### config.mk
export PLATFORM = sky130hd
export DESIGN_NAME = mem_access
export DESIGN_NICKNAME = d
export VERILOG_FILES = /design/src/rtl/common.sv /design/src/rtl/lsu_align.sv /design/src/rtl/mem_access.sv
export SDC_FILE = /design/constraint.sdc
export NUM_CORES = 1
export LEC_CHECK = 0
export ABC_AREA = 0
export ABC_CLOCK_PERIOD_IN_PS = 4600
export CORE_MARGIN = 4
export CORE_UTILIZATION = 40
export DETAILED_ROUTE_END_ITERATION = 8
export PLACE_DENSITY = 0.76
export SETUP_SLACK_MARGIN = 0.15
export SLEW_MARGIN = 25
export SYNTH_ARGS = -nofsm -noshare
export SYNTH_HDL_FRONTEND = slang
export SYNTH_SLANG_ARGS = --single-unit
### constraint.sdc
create_clock -name clk -period 4.6 [get_ports clk]
set_input_delay 0.69 -clock clk [delete_from_list [all_inputs] [get_ports clk]]
set_output_delay 0.69 -clock clk [all_outputs]
set_load 0.01 [all_outputs]
### src/rtl/common.sv
// Shared pipeline types, memory-stage FSM states and load/store size encodings.
package common;

  typedef struct packed {
    logic       stall_req;
    logic [3:0] flush_req;
  } PipeRequest;

  typedef struct packed {
    logic stall;
    logic flush;
  } PipeControl;

  typedef struct packed {
    logic       enable;
    logic       mem_read;
    logic       mem_write;
    logic [2:0] funct3;
    logic       rd_valid;
    logic [4:0] rd;
  } DecodeInfo;

  typedef enum logic [2:0] {
    MEM_IDLE,
    MEM_REQ,
    MEM_RESP,
    MEM_DONE,
    MEM_DRAIN
  } MemState;

  localparam logic [2:0] LSU_B  = 3'b000;
  localparam logic [2:0] LSU_H  = 3'b001;
  localparam logic [2:0] LSU_W  = 3'b010;
  localparam logic [2:0] LSU_BU = 3'b100;
  localparam logic [2:0] LSU_HU = 3'b101;

  // Unsupported sizes are treated like misaligned accesses: no bus cycle.
  function automatic logic lsu_misaligned(input logic [2:0] f3, input logic [1:0] a);
    case (f3)
      LSU_B, LSU_BU: return 1'b0;
      LSU_H, LSU_HU: return a[0];
      LSU_W:         return a != 2'b00;
      default:       return 1'b1;
    endcase
  endfunction

endpackage

### src/rtl/lsu_align.sv
// Byte-lane steering: store enables/replication and load lane extract/extend.
module lsu_align
  import common::*;
(
  input  logic [2:0]  i_funct3,
  input  logic [1:0]  i_lane,
  input  logic [31:0] i_store_data,
  input  logic [31:0] i_load_word,
  output logic [3:0]  o_be,
  output logic [31:0] o_wdata,
  output logic [31:0] o_load_data
);

  logic [31:0] w_shift;
  logic [7:0]  w_byte;
  logic [15:0] w_half;

  assign w_shift = i_load_word >> {i_lane, 3'b000};
  assign w_byte  = w_shift[7:0];
  assign w_half  = w_shift[15:0];

  always_comb begin
    o_be        = 4'b0000;
    o_wdata     = '0;
    o_load_data = '0;
    case (i_funct3)
      LSU_B, LSU_BU: begin
        o_be        = 4'b0001 << i_lane;
        o_wdata     = {4{i_store_data[7:0]}};
        o_load_data = (i_funct3 == LSU_B) ? {{24{w_byte[7]}}, w_byte} : {24'h0, w_byte};
      end
      LSU_H, LSU_HU: begin
        o_be        = i_lane[1] ? 4'b1100 : 4'b0011;
        o_wdata     = {2{i_store_data[15:0]}};
        o_load_data = (i_funct3 == LSU_H) ? {{16{w_half[15]}}, w_half} : {16'h0, w_half};
      end
      LSU_W: begin
        o_be        = 4'b1111;
        o_wdata     = i_store_data;
        o_load_data = i_load_word;
      end
      default: ;
    endcase
  end

endmodule

### src/rtl/mem_access.sv
// Memory pipeline stage: issues data-bus accesses, stalls until the response,
// and registers the stage result and instruction info for writeback.
module mem_access
  import common::*;
(
  input  logic        clk,
  input  logic        rst,
  output PipeRequest  req,
  input  PipeControl  pipe,
  input  DecodeInfo   info,
  input  logic [31:0] alu_out,
  input  logic [31:0] r2_out,
  output logic        dbus_req,
  output logic        dbus_we,
  output logic [31:0] dbus_addr,
  output logic [3:0]  dbus_be,
  output logic [31:0] dbus_wdata,
  input  logic        dbus_gnt,
  input  logic        dbus_rvalid,
  input  logic [31:0] dbus_rdata,
  output logic [31:0] mem_out,
  output DecodeInfo   info_ff,
  output logic        misalign
);

  MemState     r_state;
  logic        r_we;
  logic [31:0] r_addr, r_wdata, r_buf;
  logic [3:0]  r_be;
  logic [2:0]  r_funct3;
  logic [1:0]  r_lane;

  logic        w_is_mem, w_mis, w_access, w_issue, w_rsp_done;
  logic [2:0]  w_funct3;
  logic [1:0]  w_lane;
  logic [3:0]  w_be;
  logic [31:0] w_wdata, w_load_data, w_result;
  DecodeInfo   w_info_pass;

  assign w_is_mem   = info.enable & (info.mem_read | info.mem_write);
  assign w_mis      = w_is_mem & lsu_misaligned(info.funct3, alu_out[1:0]);
  assign w_access   = w_is_mem & ~w_mis;
  assign w_issue    = (r_state == MEM_IDLE) & w_access & ~pipe.flush;
  assign w_rsp_done = (r_state == MEM_RESP) & dbus_rvalid;

  // Store side is steered from live inputs at issue; load side from the captured access.
  assign w_funct3 = (r_state == MEM_IDLE) ? info.funct3 : r_funct3;
  assign w_lane   = (r_state == MEM_IDLE) ? alu_out[1:0] : r_lane;

  lsu_align u_align (
    .i_funct3    (w_funct3),
    .i_lane      (w_lane),
    .i_store_data(r2_out),
    .i_load_word (dbus_rdata),
    .o_be        (w_be),
    .o_wdata     (w_wdata),
    .o_load_data (w_load_data)
  );

  assign w_result = r_we ? alu_out : w_load_data;

  always_comb begin
    w_info_pass          = info;
    w_info_pass.rd_valid = info.rd_valid & ~w_mis;
    dbus_req   = 1'b0;
    dbus_we    = 1'b0;
    dbus_addr  = '0;
    dbus_be    = 4'b0000;
    dbus_wdata = '0;
    if (w_issue) begin
      dbus_req   = 1'b1;
      dbus_we    = info.mem_write;
      dbus_addr  = {alu_out[31:2], 2'b00};
      dbus_be    = w_be;
      dbus_wdata = info.mem_write ? w_wdata : '0;
    end else if (r_state == MEM_REQ) begin
      dbus_req   = 1'b1;
      dbus_we    = r_we;
      dbus_addr  = r_addr;
      dbus_be    = r_be;
      dbus_wdata = r_wdata;
    end
  end

  // A fresh access arriving while an abandoned response drains is held back.
  always_comb begin
    req = '0;
    case (r_state)
      MEM_IDLE:  req.stall_req = w_issue;
      MEM_REQ:   req.stall_req = 1'b1;
      MEM_RESP:  req.stall_req = ~dbus_rvalid & ~pipe.flush;
      MEM_DRAIN: req.stall_req = w_access;
      default:   req.stall_req = 1'b0;
    endcase
  end

  always_ff @(posedge clk or posedge rst) begin
    if (rst) begin
      r_state  <= MEM_IDLE;
      r_we     <= 1'b0;
      r_addr   <= '0;
      r_be     <= 4'b0000;
      r_wdata  <= '0;
      r_funct3 <= 3'b000;
      r_lane   <= 2'b00;
      r_buf    <= '0;
      mem_out  <= '0;
      info_ff  <= '0;
      misalign <= 1'b0;
    end else begin
      case (r_state)
        MEM_IDLE: if (w_issue) begin
          r_we     <= info.mem_write;
          r_addr   <= {alu_out[31:2], 2'b00};
          r_be     <= w_be;
          r_wdata  <= info.mem_write ? w_wdata : '0;
          r_funct3 <= info.funct3;
          r_lane   <= alu_out[1:0];
          r_state  <= dbus_gnt ? MEM_RESP : MEM_REQ;
        end
        MEM_REQ: begin
          if (dbus_gnt)        r_state <= pipe.flush ? MEM_DRAIN : MEM_RESP;
          else if (pipe.flush) r_state <= MEM_IDLE;
        end
        MEM_RESP: begin
          if (dbus_rvalid) begin
            r_buf   <= w_result;
            r_state <= (pipe.stall & ~pipe.flush) ? MEM_DONE : MEM_IDLE;
          end else if (pipe.flush) begin
            r_state <= MEM_DRAIN;
          end
        end
        MEM_DONE:  if (pipe.flush | ~pipe.stall) r_state <= MEM_IDLE;
        MEM_DRAIN: if (dbus_rvalid) r_state <= MEM_IDLE;
        default:   r_state <= MEM_IDLE;
      endcase

      misalign <= 1'b0;
      if (pipe.flush) begin
        mem_out <= '0;
        info_ff <= '0;
      end else if (!pipe.stall) begin
        if (r_state == MEM_DONE) begin
          mem_out <= r_buf;
          info_ff <= info;
        end else if (w_rsp_done) begin
          mem_out <= w_result;
          info_ff <= info;
        end else if (w_access) begin
          mem_out <= '0;
          info_ff <= '0;
        end else begin
          mem_out  <= w_mis ? '0 : alu_out;
          info_ff  <= w_info_pass;
          misalign <= w_mis;
        end
      end
    end
  end

endmodule

==> flow_metrics.tcl <==
set metrics [dict create \
    status "complete, no violations" \
    fin_area_um2 12200 \
    r2r_slack_ns 1.49 \
    grt_overflow 0 \
    cts_hold_repair.buffers 0 \
    finalMaxSlewViolations 0 \
    post_cts_buffers 0 \
    synthArstFlopShare_pct 100 \
    cts_buffers 17 \
    layout_commonest_cell "clkdlybuf4s50_1" \
    synth.distinct_cells 64 \
    coreArea_um2 22100 \
    num-nets-final 1354 \
    syn_inst 1057 \
    grt_pass1_vias 8898 \
    ff2ff_path_depth 7 \
    fin_util_pct 55.1 \
    cts_resized 0 \
    fmax_ghz 0.242 \
    grt_max_degree 103 \
    power_density_nw_per_um2 549 \
    synth-edff-count 0 \
    yosys_warnings 0 \
    peakVddDrop_uv 354 \
    wl_per_cell_um 21.0 \
    cp.required_ns 3.91 \
    vias 9059 \
    cts.clk_slew.worst_paths_ns 0.06 \
    fin_skew_ns 0.0105 \
    period_needed_ns 4.14 \
    die_y_um 159 \
    synthToLayoutAreaGrowth_pct 34.2 \
    pin_count 234 \
    clk-insertion-delay-late_ns 0.43 \
    ys_ff_latch 152 \
    drt_iter0_drc 814 \
    dp_hpwl_mm 21.9 \
    die_area_um2 25200 \
    startpoint_type "flop" \
    initial_core_util_pct 41.1 \
    r2r-end "mem_out[27]" \
    path_class "reg2out" \
    fin_hold_ws_ns 0.476 \
    dpl_cell_area_um2 11500 \
    wl_mm 32.2 \
    path_delay_family "simple AND/OR/NAND/NOR gates" \
    htree_num_levels 4 \
    setup_violations 0 \
    critPathSlowestCell "dfrtp_1" \
    maxSlewHeadroom_pct 34.4 \
    cp_cell_sequence "nor3_4 > mux2_2 > nor3_1 > a21oi_1 > nor2_1 > a21o_1 > clkdlybuf4s50_1" \
    path_buf_inv 1 \
    crit_path_max_incr_delay_ns 0.60 \
    rsz0062_at_grt "false" \
    cts_tree "built" \
    avgSynthCellArea_um2 8.59 \
    min_path_type "reg2reg" \
    layout.cells.most_common_list "clkdlybuf4s50_1, nand2_1, dfrtp_1, a21oi_1, nor2_1" \
    reg2reg_from "r_state[1]" \
    vias_per_cell 5.91 \
    cp-startpoint "r_state[1]" \
    critPathMaxFanout 17 \
    endpoint_kind "output pin" \
    ys_seq_area_share_pct 41.9 \
    ant_nets 0 \
    num_rows 54 \
    drc 0 \
    fill_cells 1971 \
    drive_gt1_share_pct 7.50 \
    arrival_ns 3.45 \
    crit_path_end "dbus_be[0]" \
    power_leakage_uw 0.00569 \
    hold_viol_final 0 \
    die_w_um 159 \
    netlist_area_um2 9080 \
    drv_cap 0 \
    dr.pass1.iters 5 \
    grt_use_total_pct 25.4 \
    clk_path_buf_depth 2 \
    tightest_slew_ns 0.979 \
    cts_sinks 152 \
    antenna_found_initial 0 \
    cts_root_buf "clkbuf_16" \
    grt_pass1_wl_mm 50.0 \
    place.gp.congestion 0.904 \
    fin_setup_tns_ns 0 \
    port-buffer-count 227 \
    yosys_most_used_dff "dfrtp_1" \
    fin_crit_sh_pct 90.0 \
    cp.depth 7 \
]
==> report_power, final <==
group	internal (uW)	leakage, uW	switching [uW]	total (uW)
combinational	1260	0.00343	1710	2970
sequential	1820	0.00194	355	2170
clock	943	0.000307	605	1550
==> area by class of cell <==
| class | count | area [um2] | share of cell area [%] |
|---|---|---|---|
| Tap cell | 280 | 350 | 2.88 |
| Sequential cell | 152 | 3800 | 31.2 |
| Inverter | 18 | 71.3 | 0.586 |
| Clock inverter | 13 | 191 | 1.57 |
| Antenna cell | 1 | 2.50 | 0.0205 |
| Timing Repair Buffer | 250 | 2480 | 20.4 |
| Multi-Input combinational cell | 801 | 4830 | 39.6 |
| Clock buffer | 19 | 453 | 3.72 |
==> synthesized netlist by cell type (all sizes together), types with 5 or more instances <==
library cell  number  share of area (%)
a21oi             87                4.8
o21ai             48                2.8
a211oi             8               0.88
nor3               7               0.50
o211ai             5               0.79
o21a              18                1.5
o31a              10               0.96
a311o              7               0.77
nor3b              5               0.41
nand2b             8               0.55
a22oi             37                3.1
nor2b             12               0.83
a22o              70                6.8
and3               8               0.55
o31ai              5               0.47
a21o              57                4.7
dfrtp            152                 42
buf               30                2.3
a211o              7               0.68
a31oi              8               0.55
nand3             32                1.8
inv               17               0.70
and2              22                1.5
nand2            200                8.3
mux2i              6               0.66
nor2              74                3.1
clkbuf            61                2.5
and4               8               0.77
==> routing by layer <==
| layer | up-vias | share of wire (%) | global-route usage [%] |
|---|---|---|---|
| met5 | - | 0 | 0 |
| met1 | 4364 | 41 | 33.6 |
| met2 | 464 | 46 | 40.0 |
| met3 | 75 | 10 | 7.83 |
| li1 | 4156 | - | - |
| met4 | 0 | 2.7 | 8.08 |
==> registers in the layout, indices dropped and copies added (netlist names) <==
name and cells:
r_state 3, r_be 4, misalign 1, r_wdata 32
r_funct3 3, info_ff 12, r_lane 2, r_buf 32
r_addr 30, mem_out 32, r_we 1
==> through the flow <==
step / std cells / setup slack [ns] / total power (uW)
4_1_cts: 1533 / 0.189 / 6670
5_1_grt: 1533 / 0.248 / 7120
6_report: 1534 / 0.460 / 6690
3_5_place_dp: 1501 / 0.564 / 5100
2_1_floorplan: 1062 / 1.61 / 4100
3_3_place_gp: 1501 / 0.600 / 5000
==> worst min path at each step <==
stage	from	endpoint	cells after the start	slack [ns]
2_1_floorplan	r_wdata[0]	r_wdata[0]	2	0.44
3_3_place_gp	r_wdata[6]	r_wdata[6]	2	0.45
3_5_place_dp	r_wdata[0]	r_wdata[0]	2	0.46
4_1_cts	r_be[2]	r_be[2]	1	0.48
5_1_grt	r_wdata[6]	r_wdata[6]	2	0.50
6_report	r_be[2]	r_be[2]	1	0.48
==> kinds of logic after synthesis <==
group	count (synthesis)	synth area share (%)
other cells	1	0.0413
mux	12	1.70
compound gates	389	31.0
buf+inv	109	5.57
simple gates	394	19.8
flops	152	41.9
==> worst reg2reg max path, cell delays in order (launching register included) <==
cell and delay, ns:
dfrtp_1 0.60, or3_4 0.55, mux2_4 0.39, buf_4 0.38, and2_1 0.69, a22o_1 0.26
a22oi_1 0.07, nand2_1 0.11
(Power assumes the default switching activity.)
